--- src/rtl/mem_stage_pkg.sv ---
// Shared definitions for the MEM pipeline stage: funct3 encodings, fault codes,
// FSM states and the store lane helpers.
package mem_stage_pkg;

    localparam int TIMEOUT_CYC_DEFAULT = 255;

    localparam logic [2:0] F3_B  = 3'b000;
    localparam logic [2:0] F3_H  = 3'b001;
    localparam logic [2:0] F3_W  = 3'b010;
    localparam logic [2:0] F3_BU = 3'b100;
    localparam logic [2:0] F3_HU = 3'b101;

    localparam logic [1:0] FAULT_NONE     = 2'b00;
    localparam logic [1:0] FAULT_MISALIGN = 2'b01;
    localparam logic [1:0] FAULT_ILLEGAL  = 2'b10;
    localparam logic [1:0] FAULT_TIMEOUT  = 2'b11;

    typedef enum logic [1:0] {
        S_IDLE = 2'b00,
        S_WAIT = 2'b01,
        S_DONE = 2'b10
    } state_e;

    function automatic logic load_f3_legal(input logic [2:0] f3);
        return (f3 == F3_B) || (f3 == F3_H) || (f3 == F3_W) ||
               (f3 == F3_BU) || (f3 == F3_HU);
    endfunction

    function automatic logic store_f3_legal(input logic [2:0] f3);
        return (f3 == F3_B) || (f3 == F3_H) || (f3 == F3_W);
    endfunction

    // size is funct3[1:0]: 00 byte, 01 half, 10 word
    function automatic logic is_misaligned(input logic [1:0] size, input logic [1:0] off);
        case (size)
            2'b01:   return off[0];
            2'b10:   return off != 2'b00;
            default: return 1'b0;
        endcase
    endfunction

    function automatic logic [3:0] store_strobe(input logic [1:0] size, input logic [1:0] off);
        case (size)
            2'b00:   return 4'b0001 << off;
            2'b01:   return 4'b0011 << off;
            default: return 4'b1111;
        endcase
    endfunction

    function automatic logic [31:0] store_wdata(input logic [1:0] size, input logic [31:0] data);
        case (size)
            2'b00:   return {4{data[7:0]}};
            2'b01:   return {2{data[15:0]}};
            default: return data;
        endcase
    endfunction

endpackage

--- src/rtl/mem_stage_if.sv ---
// Data-memory request/response bus between the MEM stage (master) and memory (slave).
interface mem_stage_if;
    logic        dmem_req_o;
    logic        dmem_we_o;
    logic [31:0] dmem_addr_o;
    logic [31:0] dmem_wdata_o;
    logic [3:0]  dmem_wstrb_o;
    logic [31:0] dmem_rdata_i;
    logic        dmem_ack_i;

    modport master (
        output dmem_req_o, dmem_we_o, dmem_addr_o, dmem_wdata_o, dmem_wstrb_o,
        input  dmem_rdata_i, dmem_ack_i
    );

    modport slave (
        input  dmem_req_o, dmem_we_o, dmem_addr_o, dmem_wdata_o, dmem_wstrb_o,
        output dmem_rdata_i, dmem_ack_i
    );
endinterface

--- src/rtl/mem_stage_load_align.sv ---
// Combinational load formatter: picks the byte/half/word lane out of the
// returned memory word and sign- or zero-extends it.
module load_align
    import mem_stage_pkg::*;
(
    input  logic [2:0]  funct3_i,
    input  logic [1:0]  off_i,
    input  logic [31:0] rdata_i,
    output logic [31:0] data_o
);

    logic        [31:0] shifted;
    logic signed [7:0]  byte_s;
    logic signed [15:0] half_s;

    assign shifted = rdata_i >> {off_i, 3'b000};
    assign byte_s  = shifted[7:0];
    assign half_s  = off_i[1] ? rdata_i[31:16] : rdata_i[15:0];

    always_comb begin
        data_o = rdata_i;
        case (funct3_i)
            F3_B:    data_o = {{24{byte_s[7]}}, byte_s};
            F3_BU:   data_o = {24'h0, byte_s};
            F3_H:    data_o = {{16{half_s[15]}}, half_s};
            F3_HU:   data_o = {16'h0, half_s};
            default: data_o = rdata_i;
        endcase
    end

endmodule

--- src/rtl/mem_stage.sv ---
// MEM pipeline stage: issues one load/store to data memory, stalls the front of
// the pipe until the ack (or a timeout), and formats load data for MEM/WB.
module mem_stage
    import mem_stage_pkg::*;
#(
    parameter int TIMEOUT_CYC = TIMEOUT_CYC_DEFAULT
) (
    input  logic               clk_i,
    input  logic               rst_i,
    input  logic               valid_i,
    input  logic [1:0]         MEM_ctrl_i,
    input  logic [2:0]         funct3_i,
    input  logic [31:0]        alu_result_i,
    input  logic [31:0]        rs2_data_i,
    mem_stage_if.master        dmem,
    output logic [31:0]        DM_o,
    output logic               stall_o,
    output logic [1:0]         fault_o
);

    localparam int CNT_W = (TIMEOUT_CYC < 2) ? 1 : $clog2(TIMEOUT_CYC + 1);

    state_e            state_q;
    logic [CNT_W-1:0]  cnt_q;
    logic [31:0]       dm_q;
    logic [1:0]        fault_q;

    logic              we_q;
    logic [31:0]       addr_q;
    logic [31:0]       wdata_q;
    logic [3:0]        wstrb_q;
    logic [2:0]        f3_q;
    logic [1:0]        off_q;

    logic              is_rd, is_wr, f3_ok, misal, start, in_idle;
    logic [1:0]        off, issue_fault;
    logic [31:0]       load_data;

    assign off     = alu_result_i[1:0];
    assign is_rd   = (MEM_ctrl_i == 2'b10);
    assign is_wr   = (MEM_ctrl_i == 2'b01);
    assign f3_ok   = is_rd ? load_f3_legal(funct3_i) : store_f3_legal(funct3_i);
    assign misal   = is_misaligned(funct3_i[1:0], off);
    assign in_idle = (state_q == S_IDLE);
    assign start   = in_idle && valid_i && (is_rd || is_wr) && f3_ok && !misal;

    // Illegal encodings take priority: alignment is meaningless for a bad funct3.
    always_comb begin
        issue_fault = FAULT_NONE;
        if (valid_i && MEM_ctrl_i != 2'b00) begin
            if (MEM_ctrl_i == 2'b11 || !f3_ok) issue_fault = FAULT_ILLEGAL;
            else if (misal)                    issue_fault = FAULT_MISALIGN;
        end
    end

    // Request fields are captured at issue so they stay stable through WAIT.
    always_ff @(posedge clk_i) begin
        if (start) begin
            we_q    <= is_wr;
            addr_q  <= {alu_result_i[31:2], 2'b00};
            wdata_q <= store_wdata(funct3_i[1:0], rs2_data_i);
            wstrb_q <= store_strobe(funct3_i[1:0], off);
            f3_q    <= funct3_i;
            off_q   <= off;
        end
    end

    load_align u_load_align (
        .funct3_i (f3_q),
        .off_i    (off_q),
        .rdata_i  (dmem.dmem_rdata_i),
        .data_o   (load_data)
    );

    always_ff @(posedge clk_i or negedge rst_i) begin
        if (!rst_i) begin
            state_q <= S_IDLE;
            cnt_q   <= '0;
            dm_q    <= '0;
            fault_q <= FAULT_NONE;
        end else begin
            case (state_q)
                S_IDLE: begin
                    cnt_q <= '0;
                    if (start) state_q <= S_WAIT;
                end
                S_WAIT: begin
                    if (dmem.dmem_ack_i) begin
                        state_q <= S_DONE;
                        fault_q <= FAULT_NONE;
                        if (!we_q) dm_q <= load_data;
                    end else if (cnt_q == CNT_W'(TIMEOUT_CYC - 1)) begin
                        state_q <= S_DONE;
                        fault_q <= FAULT_TIMEOUT;
                        dm_q    <= '0;
                    end else begin
                        cnt_q <= cnt_q + CNT_W'(1);
                    end
                end
                S_DONE: begin
                    state_q <= S_IDLE;
                    fault_q <= FAULT_NONE;
                    cnt_q   <= '0;
                end
                default: state_q <= S_IDLE;
            endcase
        end
    end

    assign dmem.dmem_req_o   = start || (state_q == S_WAIT);
    assign dmem.dmem_we_o    = in_idle ? is_wr : we_q;
    assign dmem.dmem_addr_o  = in_idle ? {alu_result_i[31:2], 2'b00} : addr_q;
    assign dmem.dmem_wdata_o = in_idle ? store_wdata(funct3_i[1:0], rs2_data_i) : wdata_q;
    assign dmem.dmem_wstrb_o = in_idle ? store_strobe(funct3_i[1:0], off) : wstrb_q;

    assign stall_o = start || (state_q == S_WAIT);
    assign fault_o = in_idle ? issue_fault :
                     (state_q == S_DONE) ? fault_q : FAULT_NONE;
    assign DM_o    = dm_q;

endmodule

--- src/flat_wrapper.sv ---
// flat-port wrapper written by rule: the top's interface ports become plain ports
module mem_stage_flat import mem_stage_pkg::*;
#(
    parameter int TIMEOUT_CYC = TIMEOUT_CYC_DEFAULT
)
  (clk_i, rst_i, valid_i, MEM_ctrl_i, funct3_i, alu_result_i, rs2_data_i, DM_o, stall_o, fault_o, dmem_dmem_req_o, dmem_dmem_we_o, dmem_dmem_addr_o, dmem_dmem_wdata_o, dmem_dmem_wstrb_o, dmem_dmem_rdata_i, dmem_dmem_ack_i);
  mem_stage_if dmem_i ();
  input  logic clk_i;
  input  logic rst_i;
  input  logic valid_i;
  input  logic [1:0] MEM_ctrl_i;
  input  logic [2:0] funct3_i;
  input  logic [31:0] alu_result_i;
  input  logic [31:0] rs2_data_i;
  output logic [31:0] DM_o;
  output logic stall_o;
  output logic [1:0] fault_o;
  output wire logic [$bits(dmem_i.dmem_req_o)-1:0] dmem_dmem_req_o;
  output wire logic [$bits(dmem_i.dmem_we_o)-1:0] dmem_dmem_we_o;
  output wire logic [$bits(dmem_i.dmem_addr_o)-1:0] dmem_dmem_addr_o;
  output wire logic [$bits(dmem_i.dmem_wdata_o)-1:0] dmem_dmem_wdata_o;
  output wire logic [$bits(dmem_i.dmem_wstrb_o)-1:0] dmem_dmem_wstrb_o;
  input wire logic [$bits(dmem_i.dmem_rdata_i)-1:0] dmem_dmem_rdata_i;
  input wire logic [$bits(dmem_i.dmem_ack_i)-1:0] dmem_dmem_ack_i;
  assign dmem_dmem_req_o = dmem_i.dmem_req_o;
  assign dmem_dmem_we_o = dmem_i.dmem_we_o;
  assign dmem_dmem_addr_o = dmem_i.dmem_addr_o;
  assign dmem_dmem_wdata_o = dmem_i.dmem_wdata_o;
  assign dmem_dmem_wstrb_o = dmem_i.dmem_wstrb_o;
  assign dmem_i.dmem_rdata_i = dmem_dmem_rdata_i;
  assign dmem_i.dmem_ack_i = dmem_dmem_ack_i;
  mem_stage #(.TIMEOUT_CYC(TIMEOUT_CYC)) u_core (.clk_i(clk_i), .rst_i(rst_i), .valid_i(valid_i), .MEM_ctrl_i(MEM_ctrl_i), .funct3_i(funct3_i), .alu_result_i(alu_result_i), .rs2_data_i(rs2_data_i), .dmem(dmem_i), .DM_o(DM_o), .stall_o(stall_o), .fault_o(fault_o));
endmodule
--- config.mk ---
export PLATFORM = sky130hd
export DESIGN_NAME = mem_stage_flat
export DESIGN_NICKNAME = d
export VERILOG_FILES = /design/src/rtl/mem_stage_pkg.sv /design/src/rtl/mem_stage_if.sv /design/src/rtl/mem_stage_load_align.sv /design/src/rtl/mem_stage.sv /design/src/flat_wrapper.sv
export SDC_FILE = /design/constraint.sdc
export NUM_CORES = 1
export LEC_CHECK = 0
export BUFFER_PORTS_ARGS = -buffer_cell sky130_fd_sc_hd__buf_2
export CAP_MARGIN = 5
export CELL_PAD_IN_SITES_DETAIL_PLACEMENT = 0
export CELL_PAD_IN_SITES_GLOBAL_PLACEMENT = 2
export CORE_AREA = 5 5 140 169
export CTS_CLUSTER_DIAMETER = 120
export CTS_CLUSTER_SIZE = 25
export DETAILED_ROUTE_END_ITERATION = 12
export DIE_AREA = 0 0 145 174
export GPL_TIMING_DRIVEN = 0
export PLACE_DENSITY_LB_ADDON = 0.08
export SLEW_MARGIN = 30
export SYNTH_ARGS = -nofsm -noshare
export SYNTH_HDL_FRONTEND = slang
export SYNTH_SLANG_ARGS = --single-unit
--- constraint.sdc ---
create_clock -name clk_i -period 3.5 [get_ports clk_i]
set_clock_uncertainty 0.2 [all_clocks]
set_input_delay 0.35 -clock clk_i [delete_from_list [all_inputs] [get_ports clk_i]]
set_output_delay 0.35 -clock clk_i [all_outputs]
set_load 0.05 [all_outputs]
# Word-level counts from Yosys, hierarchy flattened
# Cells that the tools add are included.
word_totals:
  output_inout_bits: 105
  wordCells: 90
  input_bits: 105
  ff_bits: 116
classes:
  muxes: 28
  n_reduce_logical: 28
  addsub: 1
  eq_ne: 20
  n_shift: 3
ops:
  columns: ["cell", "n"]
  rows:
  - ["$mux 32", 5]
  - ["$pmux 32 s4", 1]
  - ["$pmux 32 s2", 1]
  - ["$shr 32x5->8", 1]
  - ["$mux 2", 9]
  - ["$mux 16", 1]
  - ["$mux 8", 2]
  - ["$pmux 8 s2", 1]
  - ["$eq 3x3->1 const B", 4]
  - ["$reduce_bool 2->1", 5]
  - ["$add 8x1->8 const B", 1]
  - ["$eq 2x2->1 const B", 4]
  - ["$eq 8x8->1 const B", 1]
  - ["$pmux 2 s2", 2]
  - ["$pmux 4 s2", 1]
  - ["$logic_or 1x1->1", 7]
  - ["$eq 2x1->1 const B", 3]
  - ["$eq 3x1->1 const B", 2]
  - ["$logic_not 3->1", 2]
  - ["$ne 2x2->1 const B", 3]
  - ["$reduce_and 3->1", 2]
  - ["$logic_and 1x1->1", 5]
  - ["$logic_not 2->1", 2]
  - ["$mux 4", 1]
  - ["10 further kinds", 14]

# Longest topological paths before layout
logic_depth:
  word_depth: 11
  depth_mapped: 8
  ltp_nobuf: 6

# By module
# From an unflattened synthesis, not the netlist that was laid out.
hier_totals:
  hier_cells: 485
  hier_area_um2: 5928.2
modules_own_cells:
  columns: ["mod", "n_inst", "seq_area_each_um2", "area_per_inst_um2", "cells_per_inst"]
  rows:
  - ["mem_stage", 1, 3238.1, 5300.1, 376]
  - ["load_align", 1, 0.0, 628.1, 109]

# Worst setup path after synthesis
# No wires, ideal clock.
synth_timing:
  path_kind: "register to register"
  startpoint: "reg u_core.state_q[0]"
  endpoint: "reg u_core.addr_q[10] (enable)"
  setup_time_ps: 438
  path_stages_with_launch: 6
  period_less_slack_ps: 3668
  n_path_buf: 2
  slack_ps: -168
  required_time_ps: 2862
  arrival_ps: 3030
  path_cell_list: "dfrtp_1 > inv_1 > ha_1 > clkbuf_1 > clkbuf_1 > and2_1"
synth_via:
  elab_chain_len: 5
synth_rtl:
  columns: ["element", "line_no", "source"]
  rows:
  - ["from (decl)", "mem_stage.sv:23", "state_e state_q;"]
  - ["from (signal assigned)", "mem_stage.sv:77", "state_q <= S_IDLE;"]
  - ["from (signal assigned)", "mem_stage.sv:85", "if (start) state_q <= S_WAIT;"]
  - ["from (signal assigned)", "mem_stage.sv:89", "state_q <= S_DONE;"]
  - ["$logic_not 2->1", "mem_stage.sv:44", "assign in_idle = (state_q == S_IDLE);"]
  - ["$logic_and 1x1->1 (4 in a row)", "mem_stage.sv:45", "assign start = in_idle && valid_i && (is_rd || is_wr) && f3_ok && !misal;"]
  - ["net u_core.start", "mem_stage.sv:35", "logic is_rd, is_wr, f3_ok, misal, start, in_idle;"]
  - ["to (signal assigned)", "mem_stage.sv:60", "addr_q <= {alu_result_i[31:2], 2'b00};"]
  - ["to (decl)", "mem_stage.sv:29", "logic [31:0] addr_q;"]
# The timed path passes the listed nets, and every way through them passes these cells.
# A chain may end at the register's enable or synchronous reset.

# Final worst setup path
layout_timing:
  startpoint: "reg u_core.state_q[0]"
  endpoint: "out dmem_dmem_wdata_o[22]"
layout_via:
  elab_chain_len: 2
layout_rtl:
  columns: ["element", "line_no", "source"]
  rows:
  - ["$logic_not 2->1", "mem_stage.sv:44", null]
  - ["$mux 32", "mem_stage.sv:113", "assign dmem.dmem_wdata_o = in_idle ? store_wdata(funct3_i[1:0], rs2_data_i) : wdata_q;"]
  - ["to (decl)", "flat_wrapper.sv:21", "output wire logic [$bits(dmem_i.dmem_wdata_o)-1:0] dmem_dmem_wdata_o;"]
# No other way between the ends.

==> metrics <==
number of synthesized register bits 115; number of placement rows 60; drt initial violations between 200 and 250; worst setup slack for register-to-register paths 480 ps; start point of the worst min-delay path rs2_data_i[16]; Syn Std Cell Area ~6000 sq um; most frequent standard cell in the layout excluding fill and tap cells buf_2; worst reg2reg startpoint u_core.state_q[0]; Slew Viols, Final 0; number of enable flip-flop cells after synthesis slightly above 70; clock transition time at the flip-flop clock pins of the worst setup and hold paths around 60 ps; Comb pwr share 50.1%; die boundary height 174 um; share of synthesized registers carrying an async set or reset between 30% and 40%; status completed; post-synthesis instance total between 500 and 600; Final Critical Period between 3000 and 4000 ps; synthesized area divided by synthesized cell count about 11 sq um; largest net degree at the start of global routing 44; switching pwr 3470 uW; share of synthesized area occupied by flip-flops and latches a little over half; average wire per cell in the routed design 17.8 um; Port-buffer cells 207; clock tree from TritonCTS built; CTS H-tree depth 4; fraction of final layout cells sized beyond drive strength 1 39.5%; post-CTS setup buffers 0; Lkg Pwr 0.00367 uW; data required time of the worst path 2950 ps; CTS sink count 115; total global-route track usage between 10% and 20%; worst-path fanout max 10; kind of capture point of the worst setup path output pin; Yosys cell types 53; max-capacitance violation count 0; transition time at the pin with the least slew margin 688 ps; area share of the leading cell type in the synthesized netlist 36.0%; Worst VDD drop 0.397 mV; via count roughly 5300; sequential power share between 20% and 30%; Final Hold Fails 0; share of total power in the clock network 24.7%; Routability Congestion 0.775; setup repair after global routing missed its margin false; # setup viols final 0; Std-Cell Core Area around 22000 sq um; number of remaining DRC errors 0; Max-slew headroom 54.1%; most frequently used flop master after synthesis edfxtp_1; wire length reported by the detailed router roughly 19 mm; floorplan die area 25200 sq um; highest achievable clock rate 310 MHz; vias in the first global route approximately 5700; Placed Instances 1019; largest area contributor in the netlist edfxtp_1; Min-Delay Path Depth 3; FILL cells 2234; Yosys warning count 0; Antenna Violating Nets Remaining 0; highest-count cells in the layout ignoring fill and taps buf_2 (214), nand2_1 (74), edfxtp_1 (72); total clock buffers created by CTS 17; number of top-level pins 210; Tightest Hold Check Type input pin to flop; drt pass-1 iters 5; Worst EP arrival 2680 ps; effective utilization at floorplan 27.3%; fraction of the cycle the final worst path needs 92.3%; Area Overhead vs Synth 41.1%; kind of start point of the critical path flop; FF-to-FF path depth 6; number of nets at the end of the flow 924; Longest Clk Path Bufs 2; crit path kind flop to output pin; post-detailed-route via-to-cell ratio 4.80; number of antenna violations at the first check in global routing 2; insertion delay to the later sink of the worst-skew pair 410 ps; filler-free cell count of the finished design around 1100; first-pass GRT wire length 30.8 mm; overall die width ~150 um; hpwl dp 14.4 mm; Int Power 3820 uW; cell types with the largest area share after synthesis edfxtp_1 (36%), dfrtp_1 (18%), mux2_2 (11%), nand2_1 (4.6%), o21ai_0 (4.1%); capture endpoint of the worst hold path u_core.wdata_q[16]; total inserted antenna cells 0; power density of the placed cells 859 nW/um^2; aggregate global routing overflow 0; capturing point of the worst reg2reg path u_core.wdata_q[28]; Root Buffer clkbuf_16; Final TNS setup 0 ps; switch share 47.6%
## metal layers
layer  vias up  wire length, um  GRT usage (%)
li1       2515                -              -
met4         4              344           4.98
met3        25             1480           5.76
met1      2534             7990           17.7
met5         -               27              0
met2       179             9620           25.8
## synth_stat cells (all sizes together), types with 4 or more instances
cell type	n
inv	11
nand3	4
o21ai	54
nor2	18
o22ai	7
a32o	9
a211o	7
a21oi	7
nand2	74
ha	15
clkbuf	19
mux2	59
edfxtp	72
a31oi	12
a21o	4
a22oi	5
or2	4
a211oi	7
and2	4
buf	15
o31ai	6
nor2b	27
a22o	5
nand2b	11
dfrtp	43
## cells by family after synthesis
| family | share of synthesized area (%) |
|---|---|
| AOI/OAI and AO/OA | 15.5 |
| buffers and inverters | 3.41 |
| DFF | 53.9 |
| other | 0.0624 |
| adders and majority gates | 3.12 |
| and+or+nand+nor | 12.8 |
| muxes | 11.3 |
## power groups by stage
stage / Combinational (uW) / Sequential [uW] / Clock (uW)
floorplan: 2200 / 2430 / 0
global placement: 3650 / 1860 / 0
detailed placement: 3660 / 1860 / 0
CTS: 3710 / 1840 / 1860
global route: 3890 / 1860 / 1920
finish: 3650 / 1840 / 1800
## sequential cells by signal, indices dropped and copies added, names as in the netlist
signal / flops
u_core.fault_q: 1
u_core.off_q: 2
u_core.wstrb_q: 4
u_core.addr_q: 30
u_core.we_q: 1
u_core.wdata_q: 32
u_core.state_q: 2
u_core.DM_o: 32
u_core.f3_q: 3
u_core.cnt_q: 8
## stage by stage
step | util [%] | hold slack [ps] | worst slack [ps] | instance area, sq um | power (uW)
floorplan | - | -146 | 438 | 6020 | 4620
global placement | 33.7 | 258 | -504 | 7400 | 5500
detailed placement | 33.8 | 204 | 150 | 7430 | 5520
CTS | 38.6 | 3.47 | 92.9 | 8480 | 7400
global route | 38.6 | 13.4 | 9.87 | 8490 | 7680
finish | 38.6 | 26.2 | 270 | 8490 | 7290
## timing repair
| item | in CTS | in global routing |
|---|---|---|
| gates resized for setup | 1 | 2 |
| endpoints found under the hold margin | 87 | 0 |
| hold buffers | 45 | 0 |
| endpoints found under the setup margin | 10 | 4 |
## cell type report
cell class	instances	area [sq um]	area share (%)
multi-input cells	372	2570	30.3
flip-flops and latches	115	3240	38.2
clock inverters	14	178	2.09
clock buffers	18	429	5.06
well taps	279	349	4.11
repair buffers	253	1510	17.8
inverters	11	41.3	0.487
plain buffers	34	166	1.96
## critical path, cell delays in order, from the launching register on
cell and delay (ps):
dfrtp_1 460, inv_1 140, ha_1 240, clkbuf_2 290, clkbuf_1 470, nor2_1 100, a31oi_1 250, buf_2 320
## worst max-delay path by stage
| stage | start | end | slack (ps) |
|---|---|---|---|
| 6_report | u_core.state_q[0] | dmem_dmem_wdata_o[22] | 270 |
| 5_1_grt | u_core.state_q[0] | dmem_dmem_wdata_o[22] | 10 |
| 4_1_cts | u_core.state_q[0] | dmem_dmem_wdata_o[21] | 90 |
| 3_5_place_dp | u_core.state_q[0] | u_core.wdata_q[29] | 150 |
| 3_3_place_gp | u_core.state_q[0] | u_core.wdata_q[24] | -500 |
| 2_1_floorplan | funct3_i[0] | fault_o[1] | 440 |
No activity file was read; power rests on OpenSTA's default activity.
